File: config.mk
export PLATFORM = sky130hd
export DESIGN_NAME = debug_display_arbiter
export DESIGN_NICKNAME = d
export VERILOG_FILES = /design/src/rtl/debug_display_arbiter.sv
export SDC_FILE = /design/constraint.sdc
export NUM_CORES = 1
export LEC_CHECK = 0
export ABC_AREA = 1
export CAP_MARGIN = 10
export CORE_AREA = 2 2 83 85
export CTS_CLUSTER_SIZE = 25
export DETAILED_ROUTE_END_ITERATION = 8
export DIE_AREA = 0 0 85 87
export GPL_ROUTABILITY_DRIVEN = 0
export PLACE_DENSITY = 0.67
export SLEW_MARGIN = 20
export SYNTH_ARGS = -nofsm -noshare
export SYNTH_HDL_FRONTEND = slang
export SYNTH_SLANG_ARGS = --single-unit
export TNS_END_PERCENT = 5
File: constraint.sdc
create_clock -name clk -period 1.9 [get_ports clk]
set_input_delay 0.57 -clock clk [delete_from_list [all_inputs] [get_ports clk]]
set_output_delay 0.57 -clock clk [all_outputs]
set_load 0.02 [all_outputs]
File: src/rtl/debug_display_arbiter.sv
// Round-robin time-sharing of the debug LED display: each owner is held for a
// minimum dwell, and a blank gap separates consecutive owners.
module debug_display_arbiter #(
    parameter int               WIDTH        = 8,
    parameter int               N_REQ        = 4,
    parameter int               DWELL_CYCLES = 1024*1024*50,
    parameter int               GAP_CYCLES   = 1024*1024*5,
    parameter logic [WIDTH-1:0] IDLE_PATTERN = '0
) (
    input  logic                         clk,
    input  logic                         i_reset,
    input  logic [N_REQ-1:0]             i_req,
    input  logic [N_REQ-1:0][WIDTH-1:0]  i_data,
    input  logic                         i_lock,
    output logic [WIDTH-1:0]             o_data,
    output logic [N_REQ-1:0]             o_grant,
    output logic                         o_valid,
    output logic                         o_blank
);
    localparam int MAX_CYCLES = (DWELL_CYCLES > GAP_CYCLES) ? DWELL_CYCLES : GAP_CYCLES;
    localparam int CW = $clog2(MAX_CYCLES + 1);
    localparam int IW = $clog2(N_REQ);
    localparam logic [CW-1:0] DWELL_LAST = CW'(DWELL_CYCLES - 1);
    localparam logic [CW-1:0] GAP_LAST   = CW'(GAP_CYCLES - 1);
    localparam logic [IW-1:0] LAST_RESET = IW'(N_REQ - 1);

    typedef enum logic [1:0] {IDLE, SHOW, GAP} state_t;

    state_t           r_state;
    state_t           w_nextState;
    logic [CW-1:0]    r_count;
    logic [IW-1:0]    r_last;
    logic             w_found;
    logic [IW-1:0]    w_winner;
    logic [IW-1:0]    w_nextOwner;
    logic             w_ownerReq;
    logic             w_otherReq;
    logic             w_newGrant;
    logic             w_countClear;
    logic [WIDTH-1:0] w_nextData;
    logic [N_REQ-1:0] w_nextGrant;

    // While in SHOW, o_grant is the one-hot of the current owner.
    assign w_ownerReq  = |(i_req & o_grant);
    assign w_otherReq  = |(i_req & ~o_grant);
    assign w_nextOwner = w_newGrant ? w_winner : r_last;

    // Search last+1, last+2, ... wrapping, with last itself tried at the end.
    always_comb begin : pickWinner
        logic [IW-1:0] idx;
        idx      = '0;
        w_found  = 1'b0;
        w_winner = '0;
        for (int i = 1; i <= N_REQ; i++) begin
            idx = IW'((int'(r_last) + i) % N_REQ);
            if (!w_found && i_req[idx]) begin
                w_found  = 1'b1;
                w_winner = idx;
            end
        end
    end

    always_comb begin : nextState
        w_nextState  = r_state;
        w_newGrant   = 1'b0;
        w_countClear = 1'b0;
        case (r_state)
            IDLE: begin
                w_countClear = 1'b1;
                if (w_found) begin
                    w_nextState = SHOW;
                    w_newGrant  = 1'b1;
                end
            end
            SHOW: begin
                // A dropped owner leaves at once; the lock only protects an owner still requesting.
                if (!w_ownerReq) begin
                    w_nextState  = w_otherReq ? GAP : IDLE;
                    w_countClear = 1'b1;
                end else if (r_count == DWELL_LAST) begin
                    w_countClear = 1'b1;
                    if (!i_lock && w_otherReq)
                        w_nextState = GAP;
                end
            end
            GAP: begin
                if (r_count == GAP_LAST) begin
                    w_countClear = 1'b1;
                    if (w_found) begin
                        w_nextState = SHOW;
                        w_newGrant  = 1'b1;
                    end else begin
                        w_nextState = IDLE;
                    end
                end
            end
            default: begin
                w_nextState  = IDLE;
                w_countClear = 1'b1;
            end
        endcase
    end

    always_comb begin : nextOutputs
        w_nextData  = IDLE_PATTERN;
        w_nextGrant = '0;
        case (w_nextState)
            SHOW: begin
                w_nextData  = i_data[w_nextOwner];
                w_nextGrant = N_REQ'(1) << w_nextOwner;
            end
            GAP:     w_nextData = '0;
            default: w_nextData = IDLE_PATTERN;
        endcase
    end

    always_ff @(posedge clk) begin
        if (i_reset) begin
            r_state <= IDLE;
            r_count <= '0;
            r_last  <= LAST_RESET;
            o_data  <= IDLE_PATTERN;
            o_grant <= '0;
            o_valid <= 1'b0;
            o_blank <= 1'b0;
        end else begin
            r_state <= w_nextState;
            r_count <= w_countClear ? '0 : r_count + 1'b1;
            if (w_newGrant)
                r_last <= w_winner;
            o_data  <= w_nextData;
            o_grant <= w_nextGrant;
            o_valid <= (w_nextState == SHOW);
            o_blank <= (w_nextState == GAP);
        end
    end

endmodule

# After elaboration in Yosys (flattened, before gate mapping)
# Cells that the tools add are included.
totals:
  regBits: 44
  out_inout_bits: 14
  word_cells: 75
classes:
  n_addsub: 5
  n_lt_le_gt_ge: 5
  eq_ne: 6
  shifts: 1
  muxes: 34
  bitwise: 4
  reduce_logical: 13
op_table:
  columns: ["op", "count"]
  rows:
  - ["$add A26 B1 Y26 const B", 1]
  - ["$eq A26 B23 Y1 const B", 1]
  - ["$eq A26 B26 Y1 const B", 1]
  - ["$mux W2", 11]
  - ["$bmux W8 S2", 1]
  - ["$lt A2 B3 Y1 const B", 5]
  - ["$mux W1", 14]
  - ["$and A4 B4 Y4", 2]
  - ["$bmux W1 S2", 4]
  - ["$mux W8", 1]
  - ["$reduce_or A4 Y1", 2]
  - ["$pmux W2 S3", 1]
  - ["$add A2 B1 Y2 const B", 2]
  - ["$add A2 B2 Y2 const B", 2]
  - ["$eq A2 B1 Y1 const B", 2]
  - ["$eq A2 B2 Y1 const B", 2]
  - ["$logic_and A1 B1 Y1", 4]
  - ["$logic_not A1 Y1", 4]
  - ["$not A4 Y4", 1]
  - ["$pmux W1 S2", 2]
  - ["$reduce_or A2 Y1", 2]
  - ["$shl A1 B2 Y4 const A", 1]
  - ["$logic_not A2 Y1", 1]
  - ["$not A1 Y1", 1]

# Depth between registers and ports, before layout
depth:
  depth_word: 19
  mapped_depth: 16
  ltp_nobuf: 14

# Least setup slack after synthesis
# No wires, ideal clock.
synth_timing:
  path_kind: "register to register"
  from: "reg r_count[0]"
  to: "reg o_data[5]"
  arrival_ns: 1.770
  t_required_ns: 1.787
  path_slack_ns: 0.016
  path_stages_with_launch: 14
  n_path_buf: 1
  period_less_slack_ns: 1.884
  path_cell_list: "dfxtp_1 -> ha_1 -> nand3_2 -> nor2_2 -> nand3_1 -> nor2_2 -> nand3_1 -> nand2_1 -> nand2_1 -> a21oi_4 -> nor2_8 -> buf_8 -> nand3_1 -> nand2_1"
synth_between:
  elab_chain_cells: 7
synth_rtl:
  columns: ["element", "line", "text"]
  rows:
  - ["from (decl)", "31", "logic [CW-1:0] r_count;"]
  - ["from (signal assigned)", "128", "r_count <= w_countClear ? '0 : r_count + 1'b1;"]
  - ["$eq A26 B26 Y1", "80", "end else if (r_count == DWELL_LAST) begin"]
  - ["$mux W2", "80", null]
  - ["$mux W2", "77", "if (!w_ownerReq) begin"]
  - ["$pmux W2 S3", "67", "case (r_state)"]
  - ["$eq A2 B1 Y1", "107", "case (w_nextState)"]
  - ["$not A1 Y1 (no source line)", null, null]
  - ["$reduce_or A2 Y1 (no source line)", null, null]
  - ["to (signal assigned)", "131", "o_data <= w_nextData;"]
  - ["to (decl)", "15", "output logic [WIDTH-1:0] o_data,"]
# Several ways; a longest one is shown, not always the timed one. The select of a mux whose other input is x is not followed.
# A chain may end at the register's enable or synchronous reset.

# Final worst setup path
layout_timing:
  from: "reg r_last[0]"
  to: "reg o_data[6]"
layout_between:
  elab_chain_cells: 19
layout_rtl:
  columns: ["element", "line", "text"]
  rows:
  - ["from (decl)", "32", "logic [IW-1:0] r_last;"]
  - ["from (signal assigned)", "130", "r_last <= w_winner;"]
  - ["$add A2 B1 Y2", "55", "idx = IW'((int'(r_last) + i) % N_REQ);"]
  - ["$bmux W1 S2", "56", "if (!w_found && i_req[idx]) begin"]
  - ["$mux W1 (not written as such)", "56", null]
  - ["$mux W1", "56", null]
  - ["$logic_not A1 Y1", "56", null]
  - ["$logic_and A1 B1 Y1", "56", null]
  - ["$mux W1", "56", null]
  - ["$logic_not A1 Y1", "56", null]
  - ["[3 not listed]", null, null]
  - ["$logic_and A1 B1 Y1", "56", null]
  - ["$mux W1", "56", null]
  - ["$mux W1", "70, 89", null]
  - ["$mux W1 or $mux W2 (tied branches)", "87", "if (r_count == GAP_LAST) begin"]
  - ["$pmux W1 S2 or $pmux W2 S3 (tied branches)", "67", null]
  - ["$mux W2 or $eq A2 B1 Y1 (tied branches)", null, null]
  - ["$bmux W8 S2 or $not A1 Y1 (tied branches)", null, null]
  - ["$mux W8 (not written as such) or $reduce_or A2 Y1 (tied branches)", null, null]
# Several ways; a longest one is shown, not always the timed one. The select of a mux whose other input is x is not followed.

==> PnR_summary.wiki <==
{| class="wikitable"
! Metric !! Value
|-
| Count of distinct cell types in the synthesized netlist || 34
|-
| Outcome || finished, violations left
|-
| Area inside the core boundary || 6570 µm²
|-
| P_int || 2.89 mW
|-
| Failing checks || setup timing
|-
| Dominant combinational cell family by area after synthesis || simple AND/OR/NAND/NOR gates
|-
| Critical Path Sink Type || flop
|-
| Placed cell area || 3480 µm²
|-
| Highest-utilization routing layer at the global route stage || met2
|-
| Detailed placement HPWL || 4.92 mm
|-
| Clock transition at the registers of the reported paths || 90 ps
|-
| First-pass GRT wire length || 10.8 mm
|-
| Routed length per instance || 11.8 µm
|-
| Maximum vdd drop || 0.910 mV
|-
| Buffer depth of the longest clock path || 2
|-
| CTS Sinks || 44
|-
| Sequential area share after synthesis || 0.344
|-
| N_diodes || 0
|-
| Critical Setup Path Class || reg -> reg
|-
| Synthesized cell area || 2560 µm²
|-
| TritonCTS clock tree || done
|-
| Final setup skew || 3.79 ps
|-
| XOR/XNOR share of the synthesized area || 0.0479
|-
| Via count of the first global-routing pass || 2,530
|-
| Number of hold violations in the final report || 0
|-
| Cell at the root of the clock tree || sky130_fd_sc_hd__clkbuf_8
|-
| Worst-case headroom to the max-slew limit || 0.794
|-
| Number of DRC violations after detailed-routing iteration 0 || 75
|-
| Area share of fa/ha/maj cells after synthesis || 0.0244
|-
| Number of DRC violations after detailed routing || 0
|-
| Flip-flop and latch count after synthesis || 44
|-
| Syn Inst Count || 382
|-
| Antenna violations before repair || 0
|-
| Biggest fanout along the worst timing path || 8
|-
| Post-Syn Area per Cell || 6.70 µm²
|-
| Data arrival, critical path || 2110 ps
|-
| Net switching power figure || 2.30 mW
|-
| Area fraction in and, or, nand and nor cells after synthesis || 0.471
|-
| Floorplan die height || 87 µm
|-
| Synth-to-Final Area Change || 52.7%
|-
| Syn nets || 426
|-
| Final critical path time including I/O delays and setup || 1910 ps
|-
| Clock network fraction of design power || 0.141
|-
| Pleak || 1.67 nW
|-
| Final hold slack || 483 ps
|-
| Launch point of the critical path || r_last[0]$_SDFF_PP1_
|-
| Global Route met2 Usage || 0.303
|-
| Required time at the worst-slack endpoint || 2100 ps
|-
| Worst path setup slack after routing || -10.9 ps
|-
| Complex-gate fraction of the synthesized area || 0.0386
|-
| Fraction of power consumed by combinational cells || 0.633
|-
| Die Wd || 85 µm
|-
| Final standard cell area without fillers || 3910 µm²
|-
| Global-route total usage across every layer || 0.176
|-
| Actual slew at the worst max-slew pin || 306 ps
|-
| Met3 Track Usage GR || 0.0351
|-
| Element type at the critical path start || flop
|-
| Clock latency of the later-clocked register in the worst-skew pair || 300 ps
|-
| Total power divided by cell area || 1330 nW/µm²
|-
| Share of synthesized registers carrying an async set or reset || 0
|-
| Routed vias || 2,762
|-
| Vias per cell || 4.87
|-
| Ratio of cells with drive above 1 in the final layout || 0.273
|-
| Final worst path period share || 1.01
|-
| Number of endpoints failing setup at the final stage || 7
|-
| Post-layout nets || 530
|-
| Number of warnings printed during yosys synthesis || 0
|-
| Reg2reg start || r_last[0]$_SDFF_PP1_
|-
| Max-slew violations || 0
|-
| Total routed wirelength || 6.71 mm
|-
| Starting density of the core || 0.390
|-
| CTS H-Tree Depth || 2
|-
| Sequential share of power || 0.225
|-
| Synth Flop Type || sky130_fd_sc_hd__dfxtp_1
|-
| Proportion of synthesized area in mux cells || 0
|-
| Worst Min Path Start || r_count[4]$_SDFF_PP0_
|-
| Max capacitance violation total || 0
|-
| Tightest Hold Check Type || reg -> reg
|-
| Number of detailed-routing iterations run before antenna repair || 4
|-
| Number of input and output port buffers inserted || 52
|-
| Final antenna-violating net count || 0
|-
| Total die area || 7400 µm²
|-
| Pin count of the biggest net entering global routing || 19
|-
| GR Layer Usage met1 || 0.221
|-
| Sw Share || 0.443
|-
| Number of enable-type register cells in the synthesized netlist || 0
|-
| RSZ-0062 raised after global routing || true
|-
| TritonCTS buffer count || 5
|-
| Num ports || 53
|-
| Hold_buf cts || 0
|-
| Row cnt || 30
|-
| GRT overflow || 0
|-
| Achievable frequency || 523 MHz
|}
cell type report:
class / instances / area [µm²]
Tap cell: 80 / 100
Multi-Input combinational cell: 298 / 1710
Clock buffer: 5 / 68.8
Inverter: 32 / 123
Sequential cell: 44 / 893
Fill cell: 592 / 2660
Clock inverter: 3 / 46.3
Timing Repair Buffer: 105 / 970
per-layer routing:
layer / part of all wire / vias up / wire length [µm]
met5: 0 / - / 0
met4: 0.018 / 0 / 119
met3: 0.049 / 11 / 328
met2: 0.51 / 76 / 3430
met1: 0.42 / 1242 / 2830
li1: - / 1433 / -
path summary, 6_finish.rpt:
| kind | end | slack, ps | depth (start not counted) |
|---|---|---|---|
| worst min-delay path | r_count[4]$_SDFF_PP0_ | 480 | 2 |
| worst max-delay path | o_data[6]$_SDFF_PP0_ | -10 | 14 |
| worst min register to register | r_count[4]$_SDFF_PP0_ | 480 | 2 |
| worst max register to register | o_data[6]$_SDFF_PP0_ | -10 | 14 |
cell usage in the layout (no fill, tap or decap), types with 7 or more instances in the layout:
cell type and n:
sky130_fd_sc_hd__nor3_1 7, sky130_fd_sc_hd__nand2_1 102, sky130_fd_sc_hd__clkdlybuf4s50_1 47, sky130_fd_sc_hd__nor2_2 11
sky130_fd_sc_hd__dfxtp_1 36, sky130_fd_sc_hd__nand3_1 46, sky130_fd_sc_hd__nor2_1 44, sky130_fd_sc_hd__inv_1 27
sky130_fd_sc_hd__nand2_2 14, sky130_fd_sc_hd__buf_4 48, sky130_fd_sc_hd__xnor2_1 8, sky130_fd_sc_hd__nand4_1 8
sky130_fd_sc_hd__dfxtp_2 7
power groups by stage:
| stage | sequential, mW | combinational, mW | clock (mW) |
|---|---|---|---|
| floorplan | 1.24 | 1.73 | 0 |
| global placement | 1.17 | 2.74 | 0 |
| detailed placement | 1.17 | 2.79 | 0 |
| CTS | 1.16 | 2.95 | 0.756 |
| global route | 1.18 | 3.62 | 0.799 |
| finish | 1.17 | 3.29 | 0.732 |
through the flow:
stage          setup TNS (ps)  total power, mW  cells  setup WS (ps)  utilization
3_5_place_dp           -14640             3.96    550           -595        0.530
6_report                -31.7             5.19    567          -10.9        0.595
4_1_cts                 -1.41             4.87    559          -1.41        0.555
5_1_grt                 -2780             5.59    567           -132        0.595
3_3_place_gp           -12800             3.92    550           -490        0.530
2_1_floorplan               0             2.96    382           16.4            -
critical path, stage by stage (launching register included):
cell                      delay [ps]
sky130_fd_sc_hd__dfxtp_4         380
sky130_fd_sc_hd__buf_4           140
sky130_fd_sc_hd__nand2_1          80
sky130_fd_sc_hd__nand3_2          70
sky130_fd_sc_hd__nand2_1         110
sky130_fd_sc_hd__inv_2            60
sky130_fd_sc_hd__nor2_4          150
sky130_fd_sc_hd__nand2_2          80
sky130_fd_sc_hd__o21ai_2         170
sky130_fd_sc_hd__nor2_2           60
sky130_fd_sc_hd__nor2_2          160
sky130_fd_sc_hd__inv_2            70
sky130_fd_sc_hd__buf_12          130
sky130_fd_sc_hd__nand3_1          80
sky130_fd_sc_hd__nand2_1          50
timing repair:
action                                  in CTS  in global routing
endpoints found under the hold margin        0                  0
endpoints found under the setup margin      16                 43
buffers inserted                             1                  8
cloned                                       0                  0
gates resized for setup                     16                 60
pin swaps                                    5                 13
cell usage after synthesis (2+ instances only):
library cell              instances  area [µm²]
sky130_fd_sc_hd__nand2_1        117         439
sky130_fd_sc_hd__nor4_1           2        12.5
sky130_fd_sc_hd__nor2_1          54         203
sky130_fd_sc_hd__ha_1             5        62.6
sky130_fd_sc_hd__xnor2_1          8        70.1
sky130_fd_sc_hd__dfxtp_1         44         881
sky130_fd_sc_hd__o21ai_0          2        10.0
sky130_fd_sc_hd__inv_1           30         113
sky130_fd_sc_hd__xor2_1           6        52.6
sky130_fd_sc_hd__a21oi_1          7        35.0
sky130_fd_sc_hd__nand2_2          3        18.8
sky130_fd_sc_hd__buf_4            4        30.0
sky130_fd_sc_hd__nand3_1         52         260
sky130_fd_sc_hd__a31oi_1          4        25.0
sky130_fd_sc_hd__nand3_2          4        40.0
sky130_fd_sc_hd__nand2_4          2        22.5
sky130_fd_sc_hd__buf_2            2        10.0
sky130_fd_sc_hd__nand4_1          8        50.1
sky130_fd_sc_hd__nor3_1           8        40.0
sky130_fd_sc_hd__nor2_2           4        25.0
sky130_fd_sc_hd__nor3b_1          3        22.5
state kept, by name (all words and copies together), names as in the netlist:
| name | cells |
|---|---|
| o_data | 8 |
| o_grant | 4 |
| o_blank | 1 |
| r_count | 26 |
| r_state | 2 |
| o_valid | 1 |
| r_last | 2 |
kinds of logic after synthesis:
logic type               after synthesis
AO/OA/AOI/OAI                         16
XOR/XNOR                              14
adder cells (fa/ha/maj)                5
buffers and inverters                 40
flip-flops                            44
AND/OR/NAND/NOR                      263
Note: power is estimated with default switching activity, not from simulation.
